--- config.mk ---
export PLATFORM = sky130hd
export DESIGN_NAME = uart_rx_reader
export DESIGN_NICKNAME = d
export VERILOG_FILES = /design/src/rtl/uart_pkg.sv /design/src/rtl/uart_rx_fifo.sv /design/src/rtl/uart_rx_reader.sv
export SDC_FILE = /design/constraint.sdc
export NUM_CORES = 1
export LEC_CHECK = 0
export CORE_MARGIN = 10
export CORE_UTILIZATION = 50
export DETAILED_ROUTE_END_ITERATION = 6
export PLACE_DENSITY = 0.68
export SLEW_MARGIN = 20
export SYNTH_ARGS = -nofsm -noshare
export SYNTH_HDL_FRONTEND = slang
export SYNTH_SLANG_ARGS = --single-unit
--- constraint.sdc ---
create_clock -name CLK_50MHZ -period 3.2 [get_ports CLK_50MHZ]
set_clock_uncertainty 0.15 [all_clocks]
set_input_delay 0.64 -clock CLK_50MHZ [delete_from_list [all_inputs] [get_ports CLK_50MHZ]]
set_output_delay 0.64 -clock CLK_50MHZ [all_outputs]
set_load 0.005 [all_outputs]
--- src/rtl/uart_pkg.sv ---
// uart_pkg: shared UART definitions used by the receive and transmit paths.
// Latency: n/a (constants, types and elaboration-time helper functions only).
// Backpressure: n/a. Provides DIV rounding, clog2 helper, FSM encoding, frame constants.
package uart_pkg;

  localparam int   DATA_BITS  = 8;
  localparam logic STOP_LEVEL = 1'b1;

  // PARITY is only visited when UART_RX_PARITY_EN is defined.
  typedef enum logic [2:0] {
    ST_WAIT_IDLE = 3'd0,
    ST_IDLE      = 3'd1,
    ST_START     = 3'd2,
    ST_DATA      = 3'd3,
    ST_PARITY    = 3'd4,
    ST_STOP      = 3'd5
  } rx_state_e;

  // Clocks per bit, rounded to nearest.
  function automatic int calc_div(input int clk_hz, input int baud);
    return (clk_hz + baud / 2) / baud;
  endfunction

  // Ceiling log2; returns 0 for values <= 1.
  function automatic int clog2_f(input int value);
    int r;
    int v;
    r = 0;
    v = value - 1;
    while (v > 0) begin
      r = r + 1;
      v = v >> 1;
    end
    return r;
  endfunction

endpackage

--- src/rtl/uart_rx_fifo.sv ---
// uart_rx_fifo: synchronous FIFO with registered first-word-fall-through head.
// Latency: a push is visible on head_o/empty_o the clock after it is accepted.
// Backpressure: push while full is refused unless a pop happens in the same cycle.
// Ports: clk_i/rst_i (async active-high), push_i/push_dat_i, pop_i,
//        head_o (holds last head when empty), empty_o, full_o, count_o.
module uart_rx_fifo
  import uart_pkg::*;
#(
  parameter int WIDTH = 8,
  parameter int DEPTH = 4,
  localparam int PW = clog2_f(DEPTH),
  localparam int CW = clog2_f(DEPTH) + 1
) (
  input  logic             clk_i,
  input  logic             rst_i,
  input  logic             push_i,
  input  logic [WIDTH-1:0] push_dat_i,
  input  logic             pop_i,
  output logic [WIDTH-1:0] head_o,
  output logic             empty_o,
  output logic             full_o,
  output logic [CW-1:0]    count_o
);

  logic [WIDTH-1:0] mem_q [DEPTH];
  logic [PW-1:0]    wr_ptr_q, wr_ptr_d;
  logic [PW-1:0]    rd_ptr_q, rd_ptr_d;
  logic [CW-1:0]    count_q, count_d;
  logic [WIDTH-1:0] head_q, head_d;
  logic             do_push, do_pop;

  always_comb begin
    do_pop  = pop_i && (count_q != '0);
    // A full FIFO still accepts a push when the head leaves in the same cycle.
    do_push = push_i && ((count_q != CW'(DEPTH)) || do_pop);

    wr_ptr_d = wr_ptr_q;
    if (do_push) wr_ptr_d = wr_ptr_q + PW'(1);
    rd_ptr_d = rd_ptr_q;
    if (do_pop) rd_ptr_d = rd_ptr_q + PW'(1);

    count_d = count_q;
    if (do_push && !do_pop)      count_d = count_q + CW'(1);
    else if (!do_push && do_pop) count_d = count_q - CW'(1);

    // Next head: hold when going empty; take the incoming byte if no older
    // entry survives this cycle; otherwise the stored entry at the new rd ptr.
    head_d = head_q;
    if (count_d != '0) begin
      if (count_q == (do_pop ? CW'(1) : CW'(0))) head_d = push_dat_i;
      else                                       head_d = mem_q[rd_ptr_d];
    end
  end

  always_ff @(posedge clk_i or posedge rst_i) begin
    if (rst_i) begin
      wr_ptr_q <= '0;
      rd_ptr_q <= '0;
      count_q  <= '0;
      head_q   <= '0;
    end else begin
      wr_ptr_q <= wr_ptr_d;
      rd_ptr_q <= rd_ptr_d;
      count_q  <= count_d;
      head_q   <= head_d;
    end
  end

  // Storage carries no reset; entries are only read once written.
  always_ff @(posedge clk_i) begin
    if (do_push) mem_q[wr_ptr_q] <= push_dat_i;
  end

  assign head_o  = head_q;
  assign empty_o = (count_q == '0);
  assign full_o  = (count_q == CW'(DEPTH));
  assign count_o = count_q;

endmodule

--- src/rtl/uart_rx_reader.sv ---
// uart_rx_reader: RS-232 receive path; 2-flop sync, 8N1 deframer, FIFO popped by TRG_READ.
// Latency: byte on READY/DATA_OUT one clock after the stop-bit mid-sample.
// Backpressure: FLOW=0 when <2 entries free; byte arriving on a full FIFO is dropped (OVERRUN).
// Ports: CLK_50MHZ, RST (async active-high), RX (async serial), TRG_READ (pop on rising edge),
//        DATA_OUT[7:0] (FWFT head), READY (non-empty), FLOW, FRAME_ERR, OVERRUN (pulses).
// Build option: define UART_RX_PARITY_EN for 8E1 framing, adding the PAR_ERR pulse output.
module uart_rx_reader
  import uart_pkg::*;
#(
  parameter int CLK_HZ     = 50000000,
  parameter int BAUD       = 115200,
  parameter int FIFO_DEPTH = 4
) (
  input  logic       CLK_50MHZ,
  input  logic       RST,
  input  logic       RX,
  input  logic       TRG_READ,
  output logic [7:0] DATA_OUT,
  output logic       READY,
  output logic       FLOW,
  output logic       FRAME_ERR,
`ifdef UART_RX_PARITY_EN
  output logic       PAR_ERR,
`endif
  output logic       OVERRUN
);

  localparam int DIV   = calc_div(CLK_HZ, BAUD);
  localparam int CNT_W = clog2_f(DIV);
  localparam int CW    = clog2_f(FIFO_DEPTH) + 1;
  localparam logic [CNT_W-1:0] HALF_BIT = CNT_W'(DIV / 2);
  localparam logic [CNT_W-1:0] RELOAD   = CNT_W'(DIV - 1);

  // ---------------- input synchroniser (idle-high reset) ----------------
  logic sync1_q, rxs_q;

  always_ff @(posedge CLK_50MHZ or posedge RST) begin
    if (RST) begin
      sync1_q <= 1'b1;
      rxs_q   <= 1'b1;
    end else begin
      sync1_q <= RX;
      rxs_q   <= sync1_q;
    end
  end

  // ---------------- deframer FSM ----------------
  rx_state_e              state_q;
  logic [CNT_W-1:0]       bit_cnt_q;
  logic [2:0]             bit_idx_q;
  logic [DATA_BITS-1:0]   shift_q;
  logic                   frame_err_q;
  logic                   cnt_zero;
  logic                   push_d;
`ifdef UART_RX_PARITY_EN
  logic                   par_bit_q;
  logic                   par_err_q;
  logic                   par_bad;
  assign par_bad = (par_bit_q != ^shift_q);
`endif

  assign cnt_zero = (bit_cnt_q == '0);

  // The push happens on the stop-sample cycle itself.
  always_comb begin
    push_d = (state_q == ST_STOP) && cnt_zero && (rxs_q == STOP_LEVEL);
`ifdef UART_RX_PARITY_EN
    if (par_bad) push_d = 1'b0;
`endif
  end

  always_ff @(posedge CLK_50MHZ or posedge RST) begin
    if (RST) begin
      state_q     <= ST_WAIT_IDLE;
      bit_cnt_q   <= '0;
      bit_idx_q   <= '0;
      shift_q     <= '0;
      frame_err_q <= 1'b0;
`ifdef UART_RX_PARITY_EN
      par_bit_q   <= 1'b0;
      par_err_q   <= 1'b0;
`endif
    end else begin
      frame_err_q <= 1'b0;
`ifdef UART_RX_PARITY_EN
      par_err_q   <= 1'b0;
`endif
      case (state_q)
        ST_WAIT_IDLE: begin
          if (rxs_q) state_q <= ST_IDLE;
        end
        ST_IDLE: begin
          if (!rxs_q) begin
            bit_cnt_q <= HALF_BIT;
            state_q   <= ST_START;
          end
        end
        ST_START: begin
          if (cnt_zero) begin
            if (!rxs_q) begin
              bit_cnt_q <= RELOAD;
              bit_idx_q <= '0;
              state_q   <= ST_DATA;
            end else begin
              // Line went back high before mid start bit: glitch, no flag.
              state_q <= ST_IDLE;
            end
          end else begin
            bit_cnt_q <= bit_cnt_q - CNT_W'(1);
          end
        end
        ST_DATA: begin
          if (cnt_zero) begin
            shift_q   <= {rxs_q, shift_q[DATA_BITS-1:1]};  // LSB first
            bit_cnt_q <= RELOAD;
            bit_idx_q <= bit_idx_q + 3'd1;
            if (bit_idx_q == 3'(DATA_BITS - 1)) begin
`ifdef UART_RX_PARITY_EN
              state_q <= ST_PARITY;
`else
              state_q <= ST_STOP;
`endif
            end
          end else begin
            bit_cnt_q <= bit_cnt_q - CNT_W'(1);
          end
        end
`ifdef UART_RX_PARITY_EN
        ST_PARITY: begin
          if (cnt_zero) begin
            par_bit_q <= rxs_q;
            bit_cnt_q <= RELOAD;
            state_q   <= ST_STOP;
          end else begin
            bit_cnt_q <= bit_cnt_q - CNT_W'(1);
          end
        end
`endif
        ST_STOP: begin
          if (cnt_zero) begin
            if (rxs_q != STOP_LEVEL) begin
              // Wait for line high again so a break cannot retrigger a frame.
              frame_err_q <= 1'b1;
              state_q     <= ST_WAIT_IDLE;
            end else begin
`ifdef UART_RX_PARITY_EN
              if (par_bad) par_err_q <= 1'b1;
`endif
              state_q <= ST_IDLE;
            end
          end else begin
            bit_cnt_q <= bit_cnt_q - CNT_W'(1);
          end
        end
        default: state_q <= ST_WAIT_IDLE;
      endcase
    end
  end

  // ---------------- pop edge detect, flow, overrun ----------------
  logic            trg_q;
  logic            pop;
  logic            flow_q;
  logic            overrun_q;
  logic [7:0]      fifo_head;
  logic            fifo_empty;
  logic            fifo_full;
  logic [CW-1:0]   fifo_count;

  // One pop per rising edge of TRG_READ, however long it stays high.
  assign pop = TRG_READ && !trg_q;

  always_ff @(posedge CLK_50MHZ or posedge RST) begin
    if (RST) begin
      trg_q     <= 1'b0;
      flow_q    <= 1'b1;
      overrun_q <= 1'b0;
    end else begin
      trg_q     <= TRG_READ;
      flow_q    <= (fifo_count < CW'(FIFO_DEPTH - 1));
      // Dropped only when full and the head is not leaving this cycle.
      overrun_q <= push_d && fifo_full && !(pop && !fifo_empty);
    end
  end

  uart_rx_fifo #(
    .WIDTH (8),
    .DEPTH (FIFO_DEPTH)
  ) u_fifo (
    .clk_i      (CLK_50MHZ),
    .rst_i      (RST),
    .push_i     (push_d),
    .push_dat_i (shift_q),
    .pop_i      (pop),
    .head_o     (fifo_head),
    .empty_o    (fifo_empty),
    .full_o     (fifo_full),
    .count_o    (fifo_count)
  );

  assign DATA_OUT  = fifo_head;
  assign READY     = !fifo_empty;
  assign FLOW      = flow_q;
  assign FRAME_ERR = frame_err_q;
  assign OVERRUN   = overrun_q;
`ifdef UART_RX_PARITY_EN
  assign PAR_ERR   = par_err_q;
`endif

endmodule
# Word-level counts from Yosys, hierarchy flattened
# Memories as Yosys holds them, arrays and structs flattened.
# Cells that the tools add are included.
# W data, S select, Z words.
word_totals:
  output_inout_bits: 12
  memories: 1
  elab_cells: 95
  reg_bits: 44
  ram_bits: 32
  input_bits: 4
classes:
  muxes: 29
  add_sub_neg: 6
  reduce_logical: 27
  n_eq_ne: 17
  magnitude_cmp: 1
memory_table:
  columns: ["memory", "words", "word_bits", "rd", "rd_clocked_by_memory_dff", "write_ports", "line", "source"]
  rows:
  - ["u_fifo.mem_q", 4, 8, 1, 0, 1, "uart_rx_fifo.sv:25", "logic [WIDTH-1:0] mem_q [DEPTH];"]
ops:
  columns: ["op", "count"]
  rows:
  - ["$mux W9", 5]
  - ["$pmux W9 S4", 1]
  - ["$mux W3", 11]
  - ["$ne A2 B2 Y1 const B", 8]
  - ["$pmux W3 S5", 1]
  - ["$logic_and A1 B1 Y1", 10]
  - ["$eq A3 B3 Y1 const B", 3]
  - ["$logic_not A9 Y1", 1]
  - ["$sub A9 B1 Y9 const B", 1]
  - ["$mux W8", 1]
  - ["$reduce_and A4 Y1", 2]
  - ["$mux W1", 7]
  - ["$add A3 B1 Y3 const B", 2]
  - ["$eq A3 B2 Y1 const B", 2]
  - ["$logic_not A3 Y1", 2]
  - ["$ne A3 B3 Y1 const B", 2]
  - ["$pmux W3 S2", 1]
  - ["$reduce_and A6 Y1", 1]
  - ["$reduce_bool A3 Y1", 2]
  - ["$logic_not A1 Y1", 5]
  - ["$add A2 B1 Y2 const B", 2]
  - ["$mux W2", 2]
  - ["$reduce_bool A4 Y1", 1]
  - ["$eq A3 B1 Y1 const B", 1]
  - ["6 further kinds", 6]

# Depth between registers and ports, before layout
depth:
  depth_word: 10
  depth_mapped: 12
  mapped_depth_nobuf: 9

# Cells and area by module
# From an unflattened synthesis, not the netlist that was laid out.
hier_totals:
  hier_cells: 369
  area_unflattened_um2: 3890.0
modules_own_cells:
  columns: ["mod", "instances", "area_per_inst_um2", "cells_each", "seq_area_each_um2"]
  rows:
  - ["uart_rx_fifo", 1, 2456.1, 220, 1336.3]
  - ["uart_rx_reader", 1, 1433.9, 149, 729.4]

# Worst setup path after synthesis
# Ideal clock, no wire load.
synth_timing:
  path_kind: "register to register"
  from: "reg u_fifo.count_q[0] (netlist: u_fifo.count_o[0])"
  to: "reg u_fifo.head_q[6] (netlist: u_fifo.head_o[6])"
  t_arrival_ns: 2.531
  period_less_slack_ns: 2.806
  required_ns: 2.925
  setup_time_ns: 0.125
  setup_slack_ns: 0.394
  path_stages_with_launch: 11
  cell_sequence: "dfrtp_1 > clkbuf_1 > inv_1 > ha_1 > buf_4 > nor3b_2 > xnor2_1 > nor3b_1 > buf_2 > o21ai_0 > mux2_2"
synth_via:
  elab_chain_cells: 9
synth_rtl:
  columns: ["item", "line", "source"]
  rows:
  - ["start: declaration", "uart_rx_fifo.sv:28", "logic [CW-1:0] count_q, count_d;"]
  - ["start signal: assignment", "uart_rx_fifo.sv:64", "count_q <= count_d;"]
  - ["$reduce_bool A3 Y1", "uart_rx_fifo.sv:33", "do_pop = pop_i && (count_q != '0);"]
  - ["$logic_and A1 B1 Y1", "uart_rx_fifo.sv:33", null]
  - ["$logic_or A1 B1 Y1", "uart_rx_fifo.sv:35", "do_push = push_i && ((count_q != CW'(DEPTH)) || do_pop);"]
  - ["$logic_and A1 B1 Y1", "uart_rx_fifo.sv:35", null]
  - ["$logic_not A1 Y1", "uart_rx_fifo.sv:44", "else if (!do_push && do_pop) count_d = count_q - CW'(1);"]
  - ["$logic_and A1 B1 Y1", "uart_rx_fifo.sv:44", null]
  - ["$mux W3", "uart_rx_fifo.sv:44", null]
  - ["$mux W3", "uart_rx_fifo.sv:43", "if (do_push && !do_pop) count_d = count_q + CW'(1);"]
  - ["$reduce_bool A3 Y1", "uart_rx_fifo.sv:49", "if (count_d != '0) begin"]
  - ["end signal: assignment", "uart_rx_fifo.sv:60", "head_q <= '0;"]
  - ["end signal: assignment", "uart_rx_fifo.sv:65", "head_q <= head_d;"]
  - ["end: declaration", "uart_rx_fifo.sv:29", "logic [WIDTH-1:0] head_q, head_d;"]
# Several ways; a longest one is shown, not always the timed one.
# A chain may end at the register's enable or synchronous reset.

# Worst setup path in the final report
layout_timing:
  from: "reg u_fifo.count_q[0] (netlist: u_fifo.count_o[0])"
  to: "out READY"
layout_via:
  elab_chain_cells: 2
layout_rtl:
  columns: ["item", "line", "source"]
  rows:
  - ["$logic_not A3 Y1", "uart_rx_fifo.sv:75", "assign empty_o = (count_q == '0);"]
  - ["$logic_not A1 Y1", "uart_rx_reader.sv:202", "assign READY = !fifo_empty;"]
  - ["end: declaration", "uart_rx_reader.sv:19", "output logic READY,"]
# Every way passes these cells.

==> flow_metrics.py <==
metrics = {
    "outcome": {
        "status": "complete, no violations",
    },
    "floorplanning": {
        "row_count": 31,
        "die_area_mm2": 0.0116,
        "fp.dieW_um": 108,
        "coreArea_mm2": 0.00737,
        "start_util": 0.520,
        "pin_count": 16,
        "die_h_um": 108,
    },
    "timing": {
        "hold_viol": 0,
        "setup_ws_ps": 284,
        "tns_ps": 0,
        "rsz0062_at_grt": "no",
        "fmax_mhz": 343,
        "slew_violations": 0,
        "worst_pin_slew_ps": 919,
        "finalCriticalPeriod_ps": 2920,
        "max_slew_margin": 0.387,
        "setup_viol": 0,
        "final.period_utilization": 0.911,
        "fin_hold_ws_ps": 219,
    },
    "yosys": {
        "syn_avg_cell_area_um2": 11.3,
        "ys_top_cells_by_area": "dfrtp_1, edfxtp_1, mux2_2",
        "synth_top_area_frac": 0.268,
        "yosysUniqueCellTypes": 52,
        "synthArstFlopShare": 0.579,
        "synth_nets": 353,
        "netlist_area_mm2": 0.00383,
        "synth_cells": 339,
        "yosysSeqAreaShare": 0.539,
        "synth_edf_count": 32,
        "ys_warn_count": 0,
        "synth_ff_type": "dfrtp_1",
        "synth_seq_cells": 76,
        "synth.largest_area_cell": "dfrtp_1",
    },
    "cts": {
        "cts_hold_buffers": 0,
        "cts_tree": "built",
        "cts_setup_buffers": 0,
        "worstSkewPairLatency_ps": 350,
        "numCtsBuffers": 9,
        "clockBufferDepth": 2,
        "cts_sinks": 76,
        "cts_max_level": 3,
        "cts_resized": 0,
        "clockRootBuffer": "clkbuf_8",
        "clk_pin_slew_ps": 70,
    },
    "worst_hold_path": {
        "min_path_type": "register to register",
        "hold_path_startpoint": "sync1_q",
    },
    "critical_path": {
        "cp-start-kind": "register",
        "crit_buf_inv": 3,
        "startpoint": "u_fifo.count_o[0]",
        "cp_common_cell": "inv_1",
        "required_ps": 2410,
        "crit_path_cell_trace": "inv_1, ha_1, and2b_1, inv_1, clkdlybuf4s50_1",
        "crit_fanout": 7,
        "max_stage_delay_ps": 530,
        "crit_slowest_cell": "clkdlybuf4s50_1",
        "arrival_ps": 2130,
        "path_class": "register to output port",
        "cpLargestDelayFamily": "buffers and inverters",
        "timing.critical_path.to_type": "output port",
        "r2r_start": "bit_cnt_q[0]",
    },
    "finish": {
        "fin_util": 0.575,
        "design.final.nets": 365,
        "synthToLayoutAreaGrowth_pct": 10.4,
        "drive_gt1_frac": 0.163,
        "final_area_mm2": 0.00424,
        "diodes": 0,
    },
    "pwr": {
        "ir_worst_vdd_uv": 384,
        "p_leak_nw": 1.62,
        "combPwrFrac": 0.346,
        "power_frac_clock": 0.219,
        "p_seq_frac": 0.435,
        "swShare": 0.338,
        "p_int_w": 0.00211,
        "p_per_area_mw_per_mm2": 753,
        "power.switching_w": 0.00108,
    },
    "placed_design": {
        "gp_congestion": 0.852,
        "place_area_mm2": 0.00405,
        "hpwl_mm": 5.06,
        "dpl_worst_slack_ps": 313,
        "numPortBuffers": 15,
    },
    "global_route": {
        "grt.total_usage": 0.131,
        "grt_antenna_before_repair": 0,
        "grt_max_degree": 45,
        "grt_pass1_wl_mm": 12.2,
        "grt_pass1_vias": 2481,
        "grt.overflow.total": 0,
    },
    "detailed_routing": {
        "drtAntennaViolNets": 0,
        "vias": 2591,
        "drt_first_pass_iters": 4,
        "drt_iter0_drc": 98,
        "drt-wirelength-per-cell_um": 15.7,
        "avgViaCountPerCell": 5.69,
        "routed_wl_mm": 7.17,
        "drc": 0,
    },
    "run": {
        "drv_cap": 0,
    },
}
==> logic make-up after synthesis <==
kind of cell / count (synthesis) / share of synthesized area
buf+inv: 34 / 0.0405
fa+ha+maj: 10 / 0.0326
flops: 76 / 0.539
compound gates: 85 / 0.148
mux: 28 / 0.0812
xor+xnor: 6 / 0.0137
simple gates: 100 / 0.146
==> layer usage <==
layer	GRT usage	vias up	routed length, um	part of all wire
met5	0	-	0	0
met4	0.0792	0	133	0.019
met3	0.0287	14	323	0.045
met2	0.195	65	3310	0.46
met1	0.172	1234	3400	0.47
li1	-	1278	-	-
==> cell usage in the layout, fill, tap and decap left out, drive strengths merged, types with 2 or more instances in the layout <==
master         count
a21oi             22
nand3b             8
nor3               6
nor3b              4
clkbuf            11
nand3              9
or3                7
buf                6
mux2              25
inv               13
nor4               3
xnor2              6
dfrtp             41
clkdlybuf4s50     15
nand2             24
edfxtp            32
a31oi              5
a211oi             2
nor2              19
mux2i              3
nor2b              3
nand2b             2
clkinv             4
o21ai             14
o22ai              9
nand4b             2
ha                10
o211ai             3
and2               5
o21a               8
o31ai              9
o221ai             9
dfstp              3
and2b              2
==> path summary, 6_finish.rpt <==
check	to	slack (ps)	cells after the start
max in group asynchronous	shift_q[3]	1670	2
setup reg to reg	bit_cnt_q[5]	490	8
hold reg to reg	rxs_q	220	0
min in group asynchronous	u_fifo.count_o[2]	660	2
hold / removal	rxs_q	220	0
setup / recovery	READY	280	5
==> registers in the layout, summed over array words and instances, names as in the netlist <==
| register | cells |
|---|---|
| u_fifo.mem_q | 32 |
| bit_cnt_q | 9 |
| shift_q | 8 |
| u_fifo.head_o | 8 |
| bit_idx_q | 3 |
| state_q | 3 |
| u_fifo.count_o | 3 |
| u_fifo.rd_ptr_q | 2 |
| u_fifo.wr_ptr_q | 2 |
| FLOW | 1 |
| FRAME_ERR | 1 |
| OVERRUN | 1 |
| rxs_q | 1 |
| sync1_q | 1 |
| trg_q | 1 |
==> stage by stage <==
stage,instances,power [W]
2_1_floorplan,339,0.00218
3_3_place_gp,439,0.00246
4_1_cts,455,0.00321
3_5_place_dp,439,0.00251
5_1_grt,455,0.00340
6_report,455,0.00319
==> cells in the mapped netlist (all sizes together) (2+ instances only) <==
library cell and count:
dfrtp 41, edfxtp 32, mux2 25, nand2 24
a21oi 22, nor2 19, o21ai 14, inv 13
buf 12, ha 10, nand3 9, o221ai 9
o22ai 9, o31ai 9, clkbuf 8, nand3b 8
o21a 8, or3 7, nor3 6, xnor2 6
a31oi 5, and2 5, nor3b 4, dfstp 3
mux2i 3, nor2b 3, nor4 3, o211ai 3
a211oi 2, and2b 2, nand2b 2, nand4b 2
==> power by group through the flow <==
stage | clock network, W | logic (W) | registers, W
after floorplan | 0 | 0.000875 | 0.00130
after detailed placement | 0 | 0.00111 | 0.00140
after global placement | 0 | 0.00107 | 0.00139
final | 0.000698 | 0.00110 | 0.00139
after global routing | 0.000757 | 0.00123 | 0.00142
after CTS | 0.000714 | 0.00111 | 0.00138
==> final cells by class <==
type,count,area [um2]
multi-input combinational,229,1610
fill,624,3130
clock inverter,5,52.6
timing repair buffer,21,195
sequential,76,2070
inverter,14,52.6
clock buffer,11,131
tap,99,124
Note: power is estimated with default switching activity, not from simulation.
